**src/rtl/coproc_pkg.sv**
```systemverilog
// Shared definitions for the HPS PIO command responder: opcodes, instruction
// field positions and the command FSM state encoding.
package coproc_pkg;

  localparam int IMG_ADDR_W = 15;

  localparam int OPC_LSB  = 0;
  localparam int OPC_W    = 3;
  localparam int ADDR_LSB = 3;
  localparam int ADDR_W   = IMG_ADDR_W;
  localparam int PIX_LSB  = 18;
  localparam int PIX_W    = 8;

  localparam logic [OPC_W-1:0] OP_NOP   = 3'b000;
  localparam logic [OPC_W-1:0] OP_WRITE = 3'b001;
  localparam logic [OPC_W-1:0] OP_CRST  = 3'b111;

  typedef enum logic [2:0] {
    ST_IDLE,
    ST_DECODE,
    ST_WRITE,
    ST_RUN,
    ST_CRST,
    ST_RESP,
    ST_WAIT_REL
  } state_t;

endpackage

```
**src/rtl/cmd_timeout_counter.sv**
```systemverilog
// Cycle counter shared by the write-commit wait, algorithm timeout and core
// reset pulse; o_expire flags the enabled cycle that completes i_limit counts.
module cmd_timeout_counter #(
  parameter int CNT_W = 21
) (
  input  logic             clk,
  input  logic             reset,
  input  logic             i_load,
  input  logic             i_en,
  input  logic [CNT_W-1:0] i_limit,
  output logic             o_expire
);

  localparam logic [CNT_W-1:0] ONE = CNT_W'(1);

  logic [CNT_W-1:0] r_cnt;

  always_ff @(posedge clk) begin
    if (reset) begin
      r_cnt <= '0;
    end else if (i_load) begin
      r_cnt <= '0;
    end else if (i_en) begin
      r_cnt <= r_cnt + ONE;
    end
  end

  assign o_expire = i_en && (r_cnt == (i_limit - ONE));

endmodule

```
**src/rtl/pio_cmd_responder.sv**
```systemverilog
// HPS PIO command responder: latches an instruction on a start edge, performs
// a pixel write, algorithm run or core reset, then answers with a 4-phase handshake.
module pio_cmd_responder
  import coproc_pkg::*;
#(
  parameter int IMG_PIXELS      = 19200,
  parameter int WR_LATENCY      = 2,
  parameter int ALG_TIMEOUT     = 2**20,
  parameter int CORE_RST_CYCLES = 4
) (
  input  logic                  clk,
  input  logic                  reset,
  input  logic [31:0]           instr_i,
  input  logic                  start_i,
  output logic                  done_o,
  output logic                  donewrite_o,
  output logic                  err_o,
  output logic                  mem_wr_en_o,
  output logic [IMG_ADDR_W-1:0] mem_addr_o,
  output logic [7:0]            mem_wdata_o,
  output logic                  alg_start_o,
  output logic [2:0]            alg_sel_o,
  input  logic                  alg_done_i,
  output logic                  core_rst_o
);

  function automatic int max3(input int a, input int b, input int c);
    int m;
    m = (a > b) ? a : b;
    return (m > c) ? m : c;
  endfunction

  localparam int CNT_W = $clog2(max3(WR_LATENCY, ALG_TIMEOUT, CORE_RST_CYCLES) + 1);

  state_t            r_state;
  logic              r_start_q;
  logic [31:0]       r_instr;

  logic [OPC_W-1:0]  w_opcode;
  logic [ADDR_W-1:0] w_addr;
  logic [PIX_W-1:0]  w_pixel;
  logic              w_addr_bad;
  logic              w_cnt_load;
  logic              w_cnt_en;
  logic [CNT_W-1:0]  w_limit;
  logic              w_expire;

  assign w_opcode   = r_instr[OPC_LSB  +: OPC_W];
  assign w_addr     = r_instr[ADDR_LSB +: ADDR_W];
  assign w_pixel    = r_instr[PIX_LSB  +: PIX_W];
  assign w_addr_bad = ({17'd0, w_addr} >= 32'(IMG_PIXELS));

  assign w_cnt_load = (r_state == ST_DECODE);
  assign w_cnt_en   = (r_state == ST_WRITE) || (r_state == ST_RUN) || (r_state == ST_CRST);

  always_comb begin
    w_limit = CNT_W'(WR_LATENCY);
    case (r_state)
      ST_RUN:  w_limit = CNT_W'(ALG_TIMEOUT);
      ST_CRST: w_limit = CNT_W'(CORE_RST_CYCLES);
      default: w_limit = CNT_W'(WR_LATENCY);
    endcase
  end

  cmd_timeout_counter #(
    .CNT_W (CNT_W)
  ) u_cnt (
    .clk      (clk),
    .reset    (reset),
    .i_load   (w_cnt_load),
    .i_en     (w_cnt_en),
    .i_limit  (w_limit),
    .o_expire (w_expire)
  );

  // start_q resets high so a start level already present at reset exit is not an edge
  always_ff @(posedge clk) begin
    if (reset) begin
      r_state     <= ST_IDLE;
      r_start_q   <= 1'b1;
      r_instr     <= '0;
      done_o      <= 1'b0;
      donewrite_o <= 1'b0;
      err_o       <= 1'b0;
      mem_wr_en_o <= 1'b0;
      mem_addr_o  <= '0;
      mem_wdata_o <= '0;
      alg_start_o <= 1'b0;
      alg_sel_o   <= '0;
      core_rst_o  <= 1'b0;
    end else begin
      r_start_q <= start_i;
      case (r_state)
        ST_IDLE: begin
          if (start_i && !r_start_q) begin
            r_instr <= instr_i;
            err_o   <= 1'b0;
            r_state <= ST_DECODE;
          end
        end
        ST_DECODE: begin
          if (w_opcode == OP_NOP) begin
            r_state <= ST_RESP;
          end else if (w_opcode == OP_WRITE) begin
            if (w_addr_bad) begin
              err_o   <= 1'b1;
              r_state <= ST_RESP;
            end else begin
              mem_wr_en_o <= 1'b1;
              mem_addr_o  <= w_addr;
              mem_wdata_o <= w_pixel;
              r_state     <= ST_WRITE;
            end
          end else if (w_opcode == OP_CRST) begin
            core_rst_o <= 1'b1;
            r_state    <= ST_CRST;
          end else begin
            alg_start_o <= 1'b1;
            alg_sel_o   <= w_opcode;
            r_state     <= ST_RUN;
          end
        end
        ST_WRITE: begin
          mem_wr_en_o <= 1'b0;
          if (w_expire) r_state <= ST_RESP;
        end
        ST_RUN: begin
          // a completion seen during the start pulse cycle belongs to no request of ours
          alg_start_o <= 1'b0;
          if (!alg_start_o && alg_done_i) begin
            r_state <= ST_RESP;
          end else if (w_expire) begin
            err_o   <= 1'b1;
            r_state <= ST_RESP;
          end
        end
        ST_CRST: begin
          if (w_expire) begin
            core_rst_o <= 1'b0;
            r_state    <= ST_RESP;
          end
        end
        ST_RESP: begin
          if (w_opcode == OP_WRITE) donewrite_o <= 1'b1;
          else                      done_o      <= 1'b1;
          r_state <= ST_WAIT_REL;
        end
        ST_WAIT_REL: begin
          if (!start_i) begin
            done_o      <= 1'b0;
            donewrite_o <= 1'b0;
            r_state     <= ST_IDLE;
          end
        end
        default: r_state <= ST_IDLE;
      endcase
    end
  end

endmodule

```
**config.mk**
```make
export PLATFORM = sky130hd
export DESIGN_NAME = pio_cmd_responder
export DESIGN_NICKNAME = d
export VERILOG_FILES = /design/src/rtl/coproc_pkg.sv /design/src/rtl/cmd_timeout_counter.sv /design/src/rtl/pio_cmd_responder.sv
export SDC_FILE = /design/constraint.sdc
export NUM_CORES = 1
export LEC_CHECK = 0
export CORE_UTILIZATION = 40
export DETAILED_ROUTE_END_ITERATION = 16
export PLACE_DENSITY = 0.68
export SLEW_MARGIN = 30
export SYNTH_ARGS = -nofsm -noshare
export SYNTH_HDL_FRONTEND = slang
export SYNTH_SLANG_ARGS = --single-unit
```
**constraint.sdc**
```tcl
create_clock -name clk -period 2.2 [get_ports clk]
set_input_delay 0.22 -clock clk [delete_from_list [all_inputs] [get_ports clk]]
set_output_delay 0.22 -clock clk [all_outputs]
set_load 0.01 [all_outputs]
```
==> results_dict.tcl <==
set metrics [dict create \
    run_status "finished clean" \
    start_kind "flop" \
    numClockSinks 83 \
    timing.critical_path.to_type "flop" \
    die_width_um 96.9 \
    timing.final.setup_violations 0 \
    grt_remaining_overflow 0 \
    rsz0062_at_grt "false" \
    synth_flop_cell "dfxtp_1" \
    async_s_r_ff_share_synth_pct 0 \
    crit_arrival_ns 2.25 \
    finClkSkew_ns 0.0147 \
    final_layout_size_suffix_gt1_share_pct 8.69 \
    die-area_um2 9380 \
    start_util_pct 41.3 \
    timing.rr.start "r_instr[14]" \
    critical_path.n_buffers_inverters 2 \
    clock-root-buffer "clkbuf_8" \
    floorplan.io_pins 68 \
    timing.final.hold_violations 0 \
    register_to_register_setup_slack_ns 0.18 \
    power_mw 3.56 \
    critPathSlowestCell "dfxtp_1" \
    synth_cells 433 \
    worst-setup-path-type "flop to flop" \
    fmax_ghz 0.495 \
    worstMarginPinSlew_ns 0.465 \
    htree_levels 3 \
    hold-worst-slack_ns 0.241 \
    gp_routability_congestion 0.848 \
    tritoncts_clock_tree "yes" \
    clkSlewWorstSetupHoldPaths_ns 0.09 \
    route.detailed.drc 0 \
    port-buffer-count 61 \
    vias_per_cell 5.20 \
    finalMaxSlewViolations 0 \
    setup_total_negative_slack_ns 0 \
    cts_post_setup_buffers_inserted 0 \
    ys_warn_count 0 \
    critPathMaxFanout 24 \
    number_of_nets_produced_by_synthesis 470 \
    area.growth.synth_to_final_pct 26.8 \
    hold_end "mem_wdata_o[5]" \
    clock_latency_ns 0.35 \
    seq_total_area_yosys_pct 46.2 \
    route.vias.total 3134 \
    reg2reg_depth 7 \
    global_route.usage.total_pct 18.3 \
    fp.dieH_um 96.9 \
    postRouteAntennaNets 0 \
    power_density_nw_per_um2 779 \
    crit_path_max_cell_delay_ns 0.35 \
    mappedNetlistArea_um2 3600 \
    hold_path.startpoint "reset" \
    grt_start_max_net_pins 49 \
    global_route_wire_length_before_repair_mm 14.2 \
    dr.first_iter.drc_count 117 \
    min_period_over_period_pct 91.9 \
    path_delay_family "compound AO/OA/AOI/OAI gates" \
    postSynthRegisterBits 83 \
    core-area_um2 8720 \
    first_global_vias 3054 \
    cts_made_buffers 9 \
    holdPathStages 2 \
    worst-endpoint-required_ns 2.43 \
    synthDistinctLibCells 47 \
    design.final.nets 527 \
    hold_path.class "input pin to flop" \
    detail_route.wl_per_cell_um 13.8 \
    dp_hpwl_mm 5.70 \
    mean_cell_area_of_the_mapped_netlist_um2 8.31 \
    synth-edff-count 0 \
    peakVddDrop_mv 0.424 \
    total_iterations_of_the_first_detailed_routing_run 4 \
    critical_path.cell_chain "a211o_1, o21ai_1, buf_4, nor3b_2, buf_12, mux2i_1, nor2_1" \
    clock_path_buffers 2 \
    rows 34 \
    power.static_leakage_nw 1.52 \
    n_antenna_cell 0 \
    min_period_ns 2.02 \
    regToRegEndpoint "mem_addr_o[10]" \
    cap_violations 0 \
    antenna_found_initial 0 \
    slew_headroom_pct 69.0 \
    routed_wirelength_mm 8.31 \
]
==> power by group <==
group	total [mW]	switching, mW	internal [mW]	leakage [nW]
clock	1.21	0.567	0.647	0.114
sequential	1.63	0.0536	1.57	0.671
combinational	0.715	0.419	0.296	0.737
total	3.56	1.04	2.52	1.52
==> registers in the layout, summed over array words and instances (netlist names) <==
register and cells:
alg_start_o 1, mem_wr_en_o 1, u_cnt.r_cnt 21, mem_wdata_o 8
donewrite_o 1, r_state 3, alg_sel_o 3, mem_addr_o 15
r_start_q 1, err_o 1, r_instr 26, done_o 1
core_rst_o 1
==> how the worst max path moves through the flow <==
stage                startpoint         endpoint  cells past startpoint
detailed placement  r_instr[14]    mem_addr_o[2]                      7
floorplan            r_state[1]  u_cnt.r_cnt[11]                      6
global placement    r_instr[14]    mem_addr_o[8]                      7
CTS                 r_instr[14]   mem_wdata_o[5]                      7
global route        r_instr[14]   mem_wdata_o[6]                      7
finish              r_instr[14]   mem_addr_o[10]                      7
==> per-layer routing <==
layer	GRT usage, %	vias to the layer above	routed length, µm
met4	3.44	0	72
met2	30.4	69	4000
met3	6.72	8	505
met5	0	-	0
li1	-	1607	-
met1	22.9	1450	3730
==> per-stage QoR <==
| stage | utilization (%) | setup WS, ns | std cells | cell area (µm²) |
|---|---|---|---|---|
| floorplan | - | 0.276 | 433 | 3600 |
| global placement | 49.8 | 0.145 | 587 | 4340 |
| detailed placement | 49.8 | 0.121 | 587 | 4340 |
| CTS | 52.3 | 0.0832 | 603 | 4560 |
| global route | 52.3 | 0.0643 | 603 | 4560 |
| finish | 52.3 | 0.178 | 603 | 4560 |
==> timing repair <==
| item | CTS | global route |
|---|---|---|
| endpoints found under the setup margin | 0 | 23 |
| gates resized for setup | 0 | 1 |
| hold buffers | 0 | 0 |
==> cells in the mapped netlist, types with 2 or more instances <==
cell type	n	area share, %
nor4_1	7	1.2
nor2b_1	6	1.0
buf_2	2	0.28
o21ai_0	9	1.3
nor2_1	51	5.3
clkbuf_1	22	2.3
nor3b_1	2	0.42
buf_1	3	0.31
buf_6	2	0.63
a211oi_1	4	0.83
and2_1	4	0.70
a31oi_1	8	1.4
nand3b_1	2	0.42
nand4_1	10	1.7
xnor2_1	9	2.2
mux2i_1	23	6.4
and3_1	3	0.52
nand2_1	74	7.7
buf_4	2	0.42
a21oi_1	42	5.8
o221ai_1	2	0.49
nor3_2	2	0.56
inv_1	6	0.63
mux2_2	2	0.63
nand3_1	12	1.7
dfxtp_1	83	46
o22ai_1	2	0.35
nor3_1	9	1.3
or3_1	3	0.52
xor2_1	7	1.7
nand2b_1	4	0.70
==> area by class of cell <==
class	count	area [µm²]
fill	815	4160
multi-input combinational	313	1780
sequential	83	1660
timing repair buffer	77	738
tap	108	135
clock buffer	9	124
clock inverter	7	100
inverter	6	22.5
==> worst reg2reg max path: stages (launching register included) <==
cell and delay, ns:
dfxtp_1 0.35, a211o_1 0.29, o21ai_1 0.28, buf_4 0.19
nor3b_2 0.26, buf_12 0.24, mux2i_1 0.24, nor2_1 0.05
==> cell families (layout without fill, tap and decap cells) <==
family	Yosys count	in the layout	synth area share (%)
compound gates	78	78	13.2
xor+xnor	16	16	3.89
fa+ha+maj	1	1	0.348
buf+inv	37	99	4.55
flops	83	83	46.2
mux	25	25	7.02
simple gates	193	193	24.8
==> placed cells by master (no fill, tap or decap), types with 5 or more instances in the layout <==
| cell | instances |
|---|---|
| dfxtp_1 | 83 |
| nand2_1 | 74 |
| clkdlybuf4s50_1 | 60 |
| nor2_1 | 51 |
| a21oi_1 | 42 |
| mux2i_1 | 23 |
| buf_4 | 15 |
| nand3_1 | 12 |
| nand4_1 | 10 |
| nor3_1 | 9 |
| xnor2_1 | 9 |
| clkbuf_8 | 9 |
| a31oi_1 | 8 |
| o21ai_0 | 8 |
| nor4_1 | 7 |
| xor2_1 | 7 |
| inv_1 | 6 |
| nor2b_1 | 5 |
(Power assumes the default switching activity.)
